`src/rtl/uart_pkg.sv`:
```
// Shared definitions for the UART transmit scheduler.
//   CLK_FREQ_DEF / BAUD_DEF : default system clock and line rate
//   bit_cyc()               : system clock cycles per UART bit time
//   cnt_width()             : counter width able to hold 0..n-1 (minimum 1)
//   state_e                 : scheduler FSM states
package uart_pkg;

    localparam int unsigned CLK_FREQ_DEF = 50_000_000;
    localparam int unsigned BAUD_DEF     = 9600;

    function automatic int unsigned bit_cyc(input int unsigned clk_freq,
                                            input int unsigned baud);
        return clk_freq / baud;
    endfunction

    function automatic int unsigned cnt_width(input int unsigned n);
        return (n > 1) ? $clog2(n) : 1;
    endfunction

    typedef enum logic [2:0] {
        IDLE      = 3'd0,
        START     = 3'd1,
        WAIT_BUSY = 3'd2,
        WAIT_DONE = 3'd3,
        GAP       = 3'd4
    } state_e;

endpackage

```
`src/rtl/rr_arbiter.sv`:
```
// Combinational round-robin arbiter. The search starts at the requester
// after rr_ptr and wraps modulo N; the first valid requester wins.
//   req      : per-requester request
//   rr_ptr   : index of the most recent winner
//   grant    : one-hot winner (all zero when nobody requests)
//   grant_id : binary index of the winner
//   any      : at least one request is present
module rr_arbiter #(
    parameter int N = 4
) (
    input  logic [N-1:0] req,
    input  logic [2:0]   rr_ptr,
    output logic [N-1:0] grant,
    output logic [2:0]   grant_id,
    output logic         any
);

    // Both loops are constant-bounded, so every bit select uses a constant
    // index; the rotating priority is expressed by comparing positions.
    always_comb begin
        grant    = '0;
        grant_id = '0;
        any      = 1'b0;
        for (int k = 1; k <= N; k++) begin
            for (int i = 0; i < N; i++) begin
                if (!any && req[i] && (((int'(rr_ptr) + k) % N) == i)) begin
                    any      = 1'b1;
                    grant[i] = 1'b1;
                    grant_id = 3'(i);
                end
            end
        end
    end

endmodule

```
`src/rtl/uart_tx_sched.sv`:
```
// Round-robin scheduler sharing one byte-wide UART transmitter between
// N_REQ requesters.
//   clk, rst     : system clock, asynchronous active-high reset
//   req_valid    : per-requester byte valid
//   req_data     : per-requester byte, slice i is [8*i+7:8*i]
//   req_ready    : one-hot accept towards the requesters
//   tx_start     : one-cycle start pulse to the transmitter
//   tx_data      : byte for the transmitter, held until the next transfer
//   tx_busy      : transmitter is serializing a frame
//   grant_id     : requester owning the current frame
//   active       : scheduler is not idle
//   timeout_err  : pulse when tx_busy never rose after tx_start
//
// state     | meaning
// ----------+-------------------------------------------------------------
// IDLE      | waiting for a request while the transmitter is free
// START     | tx_start pulse, timeout counter cleared
// WAIT_BUSY | waiting for the transmitter to acknowledge with tx_busy
// WAIT_DONE | frame on the line, waiting for tx_busy to fall
// GAP       | enforced idle time between frames
module uart_tx_sched
    import uart_pkg::*;
#(
    parameter int unsigned N_REQ        = 4,
    parameter int unsigned CLK_FREQ     = CLK_FREQ_DEF,
    parameter int unsigned BAUD         = BAUD_DEF,
    parameter int unsigned GAP_BITS     = 1,
    parameter int unsigned BUSY_TIMEOUT = 8
) (
    input  logic               clk,
    input  logic               rst,
    input  logic [N_REQ-1:0]   req_valid,
    input  logic [8*N_REQ-1:0] req_data,
    output logic [N_REQ-1:0]   req_ready,
    output logic               tx_start,
    output logic [7:0]         tx_data,
    input  logic               tx_busy,
    output logic [2:0]         grant_id,
    output logic               active,
    output logic               timeout_err
);

    localparam int unsigned BIT_CYC = bit_cyc(CLK_FREQ, BAUD);
    localparam int unsigned GAP_CYC = GAP_BITS * BIT_CYC;
    localparam int          GW      = int'(cnt_width(GAP_CYC));
    localparam int          TW      = int'(cnt_width(BUSY_TIMEOUT));

    // GAP is unreachable when GAP_CYC is zero, so its terminal value is moot.
    localparam logic [GW-1:0] GAP_LAST = GW'((GAP_CYC > 0) ? GAP_CYC - 1 : 0);
    localparam logic [TW-1:0] TMO_LAST = TW'(BUSY_TIMEOUT - 1);

    state_e          state_q,    state_d;
    logic [2:0]      rr_ptr_q,   rr_ptr_d;
    logic [7:0]      tx_data_q,  tx_data_d;
    logic [2:0]      grant_id_q, grant_id_d;
    logic [TW-1:0]   tmo_cnt_q,  tmo_cnt_d;
    logic [GW-1:0]   gap_cnt_q,  gap_cnt_d;

    logic [N_REQ-1:0] arb_grant;
    logic [2:0]       arb_id;
    logic             arb_any;
    logic [7:0]       sel_byte;

    rr_arbiter #(
        .N (int'(N_REQ))
    ) u_arb (
        .req      (req_valid),
        .rr_ptr   (rr_ptr_q),
        .grant    (arb_grant),
        .grant_id (arb_id),
        .any      (arb_any)
    );

    always_comb begin
        sel_byte = 8'h00;
        for (int i = 0; i < int'(N_REQ); i++) begin
            if (arb_grant[i]) begin
                sel_byte = req_data[8*i +: 8];
            end
        end
    end

    always_comb begin
        state_d     = state_q;
        rr_ptr_d    = rr_ptr_q;
        tx_data_d   = tx_data_q;
        grant_id_d  = grant_id_q;
        tmo_cnt_d   = tmo_cnt_q;
        gap_cnt_d   = gap_cnt_q;
        req_ready   = '0;
        tx_start    = 1'b0;
        timeout_err = 1'b0;

        case (state_q)
            IDLE: begin
                // A foreign user of the transmitter blocks acceptance.
                if (!tx_busy && arb_any) begin
                    req_ready  = arb_grant;
                    tx_data_d  = sel_byte;
                    grant_id_d = arb_id;
                    rr_ptr_d   = arb_id;
                    state_d    = START;
                end
            end
            START: begin
                tx_start  = 1'b1;
                tmo_cnt_d = '0;
                state_d   = WAIT_BUSY;
            end
            WAIT_BUSY: begin
                if (tx_busy) begin
                    state_d = WAIT_DONE;
                end else if (tmo_cnt_q == TMO_LAST) begin
                    timeout_err = 1'b1;
                    gap_cnt_d   = '0;
                    state_d     = (GAP_CYC == 0) ? IDLE : GAP;
                end else begin
                    tmo_cnt_d = tmo_cnt_q + TW'(1);
                end
            end
            WAIT_DONE: begin
                if (!tx_busy) begin
                    gap_cnt_d = '0;
                    state_d   = (GAP_CYC == 0) ? IDLE : GAP;
                end
            end
            GAP: begin
                if (gap_cnt_q == GAP_LAST) begin
                    state_d = IDLE;
                end else begin
                    gap_cnt_d = gap_cnt_q + GW'(1);
                end
            end
            default: state_d = IDLE;
        endcase
    end

    always_ff @(posedge clk or posedge rst) begin
        if (rst) begin
            state_q    <= IDLE;
            rr_ptr_q   <= 3'(N_REQ - 1);
            tx_data_q  <= 8'h00;
            grant_id_q <= 3'd0;
            tmo_cnt_q  <= '0;
            gap_cnt_q  <= '0;
        end else begin
            state_q    <= state_d;
            rr_ptr_q   <= rr_ptr_d;
            tx_data_q  <= tx_data_d;
            grant_id_q <= grant_id_d;
            tmo_cnt_q  <= tmo_cnt_d;
            gap_cnt_q  <= gap_cnt_d;
        end
    end

    assign tx_data  = tx_data_q;
    assign grant_id = grant_id_q;
    assign active   = (state_q != IDLE);

endmodule

```
`config.mk`:
```
export PLATFORM = sky130hd
export DESIGN_NAME = uart_tx_sched
export DESIGN_NICKNAME = d
export VERILOG_FILES = /design/src/rtl/uart_pkg.sv /design/src/rtl/rr_arbiter.sv /design/src/rtl/uart_tx_sched.sv
export SDC_FILE = /design/constraint.sdc
export NUM_CORES = 1
export LEC_CHECK = 0
export CAP_MARGIN = 25
export CELL_PAD_IN_SITES_DETAIL_PLACEMENT = 1
export CELL_PAD_IN_SITES_GLOBAL_PLACEMENT = 2
export CORE_UTILIZATION = 23
export DETAILED_ROUTE_END_ITERATION = 8
export PLACE_DENSITY_LB_ADDON = 0.2
export SLEW_MARGIN = 20
export SYNTH_ARGS = -nofsm -noshare
export SYNTH_HDL_FRONTEND = slang
export SYNTH_HIERARCHICAL = 1
export SYNTH_SLANG_ARGS = --single-unit
```
`constraint.sdc`:
```
create_clock -name clk -period 2 [get_ports clk]
set_clock_uncertainty 0.15 [all_clocks]
set_input_delay 0.5 -clock clk [delete_from_list [all_inputs] [get_ports clk]]
set_output_delay 0.5 -clock clk [all_outputs]
set_load 0.1 [all_outputs]
```
==> results_dict.tcl <==
set metrics [dict create \
    grt_setup_unrepaired "yes" \
    grt_antenna_before_repair 0 \
    overflow_after_grt 0 \
    total_met2_wirelength_after_detailed_routing_um 3240 \
    die_area_um2 8890 \
    die_width_um 94.3 \
    maxCapViolations 0 \
    worst_setup_start_kind "flip-flop" \
    synth-seq-cells 32 \
    hold_crit_class "in -> async" \
    row_count 33 \
    slew_violations 0 \
    cts_tree "yes" \
    routed.top_layer "met4" \
    postSynth.asyncResetShare_pct 100 \
    ctsRootBufferMaster "sky130_fd_sc_hd__clkbuf_8" \
    core_um2 8220 \
    worst_ir_drop_vdd_mv 0.745 \
    pre_cts_ws_ns -0.721 \
    final_antenna_net_count 0 \
    via_count_of_the_first_global_routing_pass 2256 \
    critical_path_class "reg -> out" \
    finalPower_mw 5.64 \
    htree_levels 2 \
    clock_pin_slew_on_the_worst_setup_and_hold_paths_ns 0.07 \
    synth.net_count 259 \
    global_route_total_usage_across_every_layer_pct 16.0 \
    period_share_pct 115 \
    worst-endpoint-required_ns 1.35 \
    firstDrtPassIters 4 \
    timing.fmax_mhz 434 \
    yosys.cell_types.count 52 \
    critPathMaxFanout 6 \
    final.setup.worst_slack_ns -0.302 \
    maximum_number_of_pins_on_one_net_before_global_route_repair 24 \
    place_hpwl_um 4810 \
    yosysMostFrequentCell "sky130_fd_sc_hd__dfrtp_1" \
    yosysTopAreaCell "sky130_fd_sc_hd__dfrtp_1" \
    end_kind "primary output" \
    cts_buffers 5 \
    portBuffers 56 \
    route.final.wire_length_um 6680 \
    wire_length_of_the_first_global_routing_pass_um 11100 \
    die_y_um 94.3 \
    wire_length_per_cell_um 15.0 \
    first_iter_violations 54 \
    min_cycle_time_layout_ns 2.30 \
    syn_inst 217 \
    failing_checks "negative setup slack" \
    postCtsHoldBufs 0 \
    outcome "finished, violations left" \
    yosysWarnings 6 \
    synth_seq_area_share_pct 41.0 \
    top_level_ports 57 \
    dr_total_vias 2154 \
    post_synthesis_instance_area_um2 1960 \
    wirelength_met1_um 2910 \
    ratio_of_cells_with_drive_above_1_in_the_final_layout_pct 44.0 \
    antenna_cells_inserted 0 \
    clk_path_buf_depth 2 \
    post_synth_main_area_contributors "sky130_fd_sc_hd__dfrtp_1, sky130_fd_sc_hd__a31oi_1, sky130_fd_sc_hd__a221o_1, sky130_fd_sc_hd__nand2_1, sky130_fd_sc_hd__nor2_1" \
    synth-edff-count 0 \
    via_cell_ratio 4.85 \
    p_per_area_nw_per_um2 1550 \
    drc 0 \
    yosys_most_used_dff "sky130_fd_sc_hd__dfrtp_1" \
    final-instance-count-excl-fill 444 \
    insertion_delay_ns 0.29 \
    setup_violations 8 \
    worstPathArrival_ns 1.65 \
    hold_slack_ns 0.339 \
    synth_common_cells "sky130_fd_sc_hd__dfrtp_1, sky130_fd_sc_hd__nand2_1, sky130_fd_sc_hd__nor2_1" \
    timing.final.hold_violations 0 \
    detailed_place.area_um2 3170 \
    total_instance_count_after_detailed_placement 409 \
    floorplan.initialDensity_pct 23.8 \
    area_growth_syn_to_layout_pct 85.5 \
    place.gp.congestion 0.831 \
    synth_top_area_share_pct 38.3 \
    synthesis.area_per_instance_um2 9.02 \
    dr_wl_met3_um 454 \
    layout.cell_area.non_filler_um2 3630 \
    final_stage_net_count 380 \
    leakagePower_nw 1.55 \
    cts.sink_count 32 \
]
## repair_timing
item                                    in CTS  in global routing
resized for setup                           44                 15
endpoints found under the setup margin      32                 27
setup buffers                               16                 10
cloned                                       2                  0
pin swaps                                   24                 25
## state kept, by name, summed over array words and instances, names as in the netlist
| signal | flops |
|---|---|
| gap_cnt_q | 13 |
| tx_data | 8 |
| grant_id | 2 |
| rr_ptr_q | 3 |
| state_q | 3 |
| tmo_cnt_q | 3 |
## final timing paths
path                             startpoint      endpoint  slack [ns]  cells past startpoint
worst max-delay path            rr_ptr_q[1]  req_ready[0]       -0.30                      5
worst min-delay path                    rst    tx_data[3]        0.34                      3
worst max register to register  rr_ptr_q[1]    tx_data[6]       -0.01                      9
worst min register to register  rr_ptr_q[0]   rr_ptr_q[0]        0.36                      2
max in group asynchronous               rst   rr_ptr_q[0]        0.99                      3
min in group clk                rr_ptr_q[0]   rr_ptr_q[0]        0.36                      2
## worst max-delay path, cell delays in order, from the launching register on
cell,delay (ns)
sky130_fd_sc_hd__dfstp_2,0.60
sky130_fd_sc_hd__inv_2,0.07
sky130_fd_sc_hd__a21oi_2,0.12
sky130_fd_sc_hd__o221a_2,0.24
sky130_fd_sc_hd__and2_4,0.16
sky130_fd_sc_hd__buf_12,0.16
## routing by layer
metal  vias to the layer above  GRT usage (%)
met2                        50           26.9
met3                         7           5.58
met5                         -              0
met4                         0           4.23
met1                      1042           19.2
li1                       1055              -
## layout make-up
class | count | area [µm²]
well taps | 105 | 131
multi-input cells | 161 | 1260
flip-flops and latches | 32 | 806
clock buffers | 5 | 68.8
fillers | 937 | 4580
clock inverters | 3 | 23.8
inverters | 11 | 45.0
repair buffers | 127 | 1300
## power breakdown
| part | internal, mW | leakage (nW) | total (mW) | switching, mW |
|---|---|---|---|---|
| combinational | 1.77 | 1.12 | 3.86 | 2.09 |
| clock | 0.246 | 0.0404 | 0.525 | 0.279 |
| sequential | 0.928 | 0.398 | 1.25 | 0.325 |
## cell usage in the layout (no fill, tap or decap), types with 2 or more instances in the layout
| cell type | instances |
|---|---|
| sky130_fd_sc_hd__a21oi_1 | 10 |
| sky130_fd_sc_hd__a221o_1 | 8 |
| sky130_fd_sc_hd__a22o_1 | 3 |
| sky130_fd_sc_hd__a311oi_2 | 2 |
| sky130_fd_sc_hd__a31oi_1 | 15 |
| sky130_fd_sc_hd__a41oi_2 | 3 |
| sky130_fd_sc_hd__and2_4 | 4 |
| sky130_fd_sc_hd__and3_1 | 4 |
| sky130_fd_sc_hd__and3_4 | 3 |
| sky130_fd_sc_hd__buf_12 | 19 |
| sky130_fd_sc_hd__buf_2 | 5 |
| sky130_fd_sc_hd__buf_4 | 59 |
| sky130_fd_sc_hd__buf_6 | 10 |
| sky130_fd_sc_hd__clkbuf_8 | 5 |
| sky130_fd_sc_hd__clkdlybuf4s50_1 | 33 |
| sky130_fd_sc_hd__clkinvlp_4 | 3 |
| sky130_fd_sc_hd__dfrtp_1 | 28 |
| sky130_fd_sc_hd__dfrtp_2 | 2 |
| sky130_fd_sc_hd__dfstp_2 | 2 |
| sky130_fd_sc_hd__ha_4 | 2 |
| sky130_fd_sc_hd__inv_1 | 7 |
| sky130_fd_sc_hd__inv_2 | 3 |
| sky130_fd_sc_hd__mux2_2 | 3 |
| sky130_fd_sc_hd__nand2_1 | 20 |
| sky130_fd_sc_hd__nand2b_1 | 3 |
| sky130_fd_sc_hd__nand2b_4 | 3 |
| sky130_fd_sc_hd__nand3_1 | 7 |
| sky130_fd_sc_hd__nand3b_1 | 2 |
| sky130_fd_sc_hd__nand4_1 | 2 |
| sky130_fd_sc_hd__nor2_1 | 15 |
| sky130_fd_sc_hd__nor2_4 | 4 |
| sky130_fd_sc_hd__nor2b_1 | 3 |
| sky130_fd_sc_hd__nor3_1 | 3 |
| sky130_fd_sc_hd__o211ai_1 | 6 |
| sky130_fd_sc_hd__o21ai_0 | 6 |
| sky130_fd_sc_hd__o31a_4 | 2 |
| sky130_fd_sc_hd__o31ai_1 | 2 |
## per-stage QoR
stage	setup TNS, ns	util (%)
after floorplan	-1.24	-
after global placement	-14.03	38.6
after detailed placement	-15.46	38.6
after CTS	-1.51	42.6
after global routing	-2.41	44.2
final	-1.26	44.2
## cell families (layout without fill, tap and decap cells)
logic type	Yosys count	after routing	share of synthesized area (%)
AO/OA/AOI/OAI	66	67	24.8
multiplexers	4	4	2.30
other	1	1	0.192
flip-flops	32	32	41.0
AND/OR/NAND/NOR	86	86	23.6
buffers and inverters	25	146	6.13
adder cells (fa/ha/maj)	3	3	1.92
Power figures use the tool's default switching activity.
==> RTL change 1, RTL diff (same settings) <==
Re-encode `state_e` (5 states) as Gray code, 3 bits wide.
--- a/src/rtl/uart_pkg.sv
+++ b/src/rtl/uart_pkg.sv
@@ -20,7 +20,7 @@
     typedef enum logic [2:0] {
-        IDLE      = 3'd0,
-        START     = 3'd1,
-        WAIT_BUSY = 3'd2,
-        WAIT_DONE = 3'd3,
-        GAP       = 3'd4
+        IDLE      = 3'b000,
+        START     = 3'b001,
+        WAIT_BUSY = 3'b011,
+        WAIT_DONE = 3'b010,
+        GAP       = 3'b110
     } state_e;
Function: same outputs for any inputs over 4 cycles, from zero or initial values and one cycle with rst high; so few cycles prove little.
==> RTL change 1 against the original RTL <==
- the run still ends with negative setup slack left
- first-iteration DRC count fell by 33%
- fmax rose by 2.3%
- cell count rose by 2.3%
- combinational power rose by 1%
- die area rose by 3.9%
- power rose by 1.7%
- routed wire length rose by 8.5%
- via count rose by 3.2%
- clock power rose by 31%
- design area rose by 4.2%
- setup slack improved by 0.052 ns
- synthesized area rose by 4.0%
- count of clock-buffer cells in the layout rose by 2
- sequential cell count did not move
- largest power group unchanged
==> RTL change 1: results (changes against the original RTL) <==
- CP Capture Point: req_ready[3]
- Synth top cells by count: dfrtp_1, nand2_1, nor2_1
- Crit path DAT: 1.60 ns (-0.05 ns)
- Drt initial violations: 36 (-33%)
- First-pass GRT wire length: 11.6 mm (+4.0%)
- Final nets: 390 (+2.6%)
- Post-Layout Cell Count: 454 (+2.3%)
- Status: finished, violations left
- GR Util All Layers: 16.5% (+0.51 points)
- # setup viols final: 15 (+7)
- Worst Setup Slack, final: -0.250 ns (+0.0522 ns)
- Share of post-route cells with drive strength above 1: 45.6% (+1.6 points)
- Met2 Use GR: 28.9% (+2.0 points)
- GR Layer Usage met3: 2.76% (-2.8 points)
- Unique masters post-synth: 57 (+9.6%)
- Reg2reg end: tx_data[7]$_DFFE_PP0P_
- Slowest stage delay, CP: 0.57 ns (-0.03 ns)
- Hpwl dp: 5.46 mm (+13%)
- Failing checks: negative setup slack
- Met2 wire length: 3.54 mm (+9.3%)
- Routed WL: 7.25 mm (+8.5%)
- Grt met1 use: 20.6% (+1.4 points)
- Setup TNS: -1.69 ns (-0.436 ns)
- Reg2reg start: rr_ptr_q[0]$_DFFE_PP1P_
- Maximum vdd drop: 0.489 mV (-34%)
- Fin area: 3780 sq um (+4.2%)
- Tot Pwr: 0.00574 W (+1.7%)
- Vias in the first global route: 2,329 (+3.2%)
[RTL change 1: cell types whose count changed after synthesis, moves of 3 or more]
cell / before / now
a221oi_1: 1 / 7
and3b_1: 0 / 3
o21ai_0: 6 / 10
a21oi_1: 11 / 7
inv_1: 10 / 15
o211ai_1: 6 / 0
nand2_1: 20 / 23
clkbuf_1: 6 / 10
nand3_1: 7 / 4
a211o_1: 1 / 9
a221o_1: 8 / 0
[RTL change 1: area by class of cell]
type                       instances  share of cell area [%]
multi-input combinational        165                    35.3
timing repair buffer             128                    35.0
sequential                        32                    21.2
tap                              105                    3.47
clock buffer                       7                    2.55
inverter                          16                    1.72
clock inverter                     1                   0.793
[RTL change 1: cell families after synthesis]
family	synth area share, %
compound gates	28.8
other cells	0.184
flops	39.5
mux	0.553
buf+inv	6.39
simple gates	22.7
fa+ha+maj	1.84
[RTL change 1: repair_timing]
action / CTS / global route
endpoints found under the setup margin: 25 / 29
pin swaps: 40 / 16
setup buffers: 15 / 12
gates resized for setup: 44 / 16
==> RTL change 2, RTL diff (same flow settings) <==
Made on the original files. The parameter `BUSY_TIMEOUT` goes from 8 to 16.
--- a/src/rtl/uart_tx_sched.sv
+++ b/src/rtl/uart_tx_sched.sv
@@ -27,3 +27,3 @@
     parameter int unsigned GAP_BITS     = 1,
-    parameter int unsigned BUSY_TIMEOUT = 8
+    parameter int unsigned BUSY_TIMEOUT = 16
 ) (
Check against the original RTL: same outputs for any inputs over 4 cycles, from zero or initial values and one cycle with rst high; that may be too few to reach the edited logic, so the function may still have changed.
==> RTL change 2 against the original RTL <==
- the run still ends with negative setup slack left
- power increased by 7.4%
- largest power group unchanged
- setup slack got worse by 0.13 ns
- synthesized area increased by 8.5%
- design area increased by 7.6%
- critical path depth decreased by 1
- sequential cell count increased by 1
- synthesized cell count increased by 14%
- routed wire length increased by 3.9%
==> RTL change 2: results (changes against the original RTL) <==
- Grt met1 use: 18.1% (-1.2 points)
- Synth Instances: 247 (+14%)
- Failing checks: negative setup slack
- Met2 wire length: 3.41 mm (+5.3%)
- Slowest stage delay, CP: 0.42 ns (-0.18 ns)
- Cells on worst reg2reg path: 10 (+1)
- Status: finished, violations left
- Tot Pwr: 0.00605 W (+7.4%)
- Combinational power: 0.00420 W (+8.8%)
- GR Layer Usage met3: 4.15% (-1.4 points)
- GR Util All Layers: 14.4% (-1.6 points)
- CP Capture Point: req_ready[2]
- Worst Setup SP: state_q[2]$_DFFE_PP0P_
- Maximum vdd drop: 0.527 mV (-29%)
- Post-Syn Nets: 288 (+11%)
- Metal-1 WL: 3.09 mm (+6.3%)
- Placed cell area: 3290 sq um (+3.9%)
- Final nets: 405 (+6.6%)
- Share of post-route cells with drive strength above 1: 42.5% (-1.5 points)
- FF-to-FF setup slack: -0.16 ns (-0.15 ns)
- Unique masters post-synth: 61 (+17%)
- Setup TNS: -3.20 ns (-1.94 ns)
- Synth top area cells: dfrtp_1, nor2_1, a21oi_1
- Post-Layout Cell Count: 473 (+6.5%)
- Reg2reg end: tx_data[0]$_DFFE_PP0P_
- Crit-path leading delay family: simple AND/OR/NAND/NOR gates
- Hpwl dp: 4.85 mm (+0.80%)
- Leakage: 1.72 nW (+11%)
- Largest net degree at the start of global routing: 25 (+4.2%)
- Pre-CTS setup slack: -0.651 ns (+0.0699 ns)
- # setup viols final: 16 (+8)
- WL met3: 374 um (-18%)
- Worst-path fanout max: 5 (-1)
- Avg Vias per Cell: 4.73 (-2.6%)
- GP Congestion: 0.812 (-2.2%)
- Worst Setup Slack, final: -0.433 ns (-0.130 ns)
- Slowest cell on the critical path: or3_4
- Crit path DAT: 1.78 ns (+0.13 ns)
- Core Util, Final: 44.2% (about the same)
[RTL change 2: cell count changes in the layout (fill, tap and decap cells not counted), sizes merged, moves of 7 or more]
cell	delta
a221o	-8
inv	+8
a31oi	-7
buf	-7
nor2	+7
[RTL change 2: kinds of logic (layout without fill, tap and decap cells)]
| family | count (synthesis) | count (layout) | share of synthesized area [%] |
|---|---|---|---|
| fa+ha+maj | 2 | 2 | 1.18 |
| simple gates | 101 | 101 | 26.1 |
| xor+xnor | 5 | 5 | 2.06 |
| mux | 3 | 3 | 1.47 |
| compound gates | 68 | 68 | 22.3 |
| other cells | 1 | 1 | 0.177 |
| flops | 33 | 33 | 39.0 |
| buf+inv | 34 | 152 | 7.71 |
[RTL change 2: timing repair]
item                       4_1_cts  5_1_grt
cloned                           0        2
gates resized for setup         30       49
setup endpoints to repair       21       24
pin swaps                       18       28
buffers inserted                10       17
[RTL change 2: area by class of cell]
cell class                 instances  share of cell area (%)
clock buffer                       7                    2.46
inverter                          18                    1.79
timing repair buffer             126                    36.0
multi-input combinational        180                    34.9
tap                              108                    3.46
clock inverter                     1                   0.128
sequential                        33                    21.3
[RTL change 2: worst min-delay path by stage]
stage                                          to  slack [ns]                    start
after floorplan           rr_ptr_q[1]$_DFFE_PP1P_        0.30  rr_ptr_q[1]$_DFFE_PP1P_
after global placement    rr_ptr_q[1]$_DFFE_PP1P_        0.34  rr_ptr_q[1]$_DFFE_PP1P_
after detailed placement  rr_ptr_q[1]$_DFFE_PP1P_        0.35  rr_ptr_q[1]$_DFFE_PP1P_
after CTS                 rr_ptr_q[1]$_DFFE_PP1P_        0.36  rr_ptr_q[1]$_DFFE_PP1P_
after global routing       tx_data[1]$_DFFE_PP0P_        0.39                      rst
final                      tx_data[5]$_DFFE_PP0P_        0.36                      rst
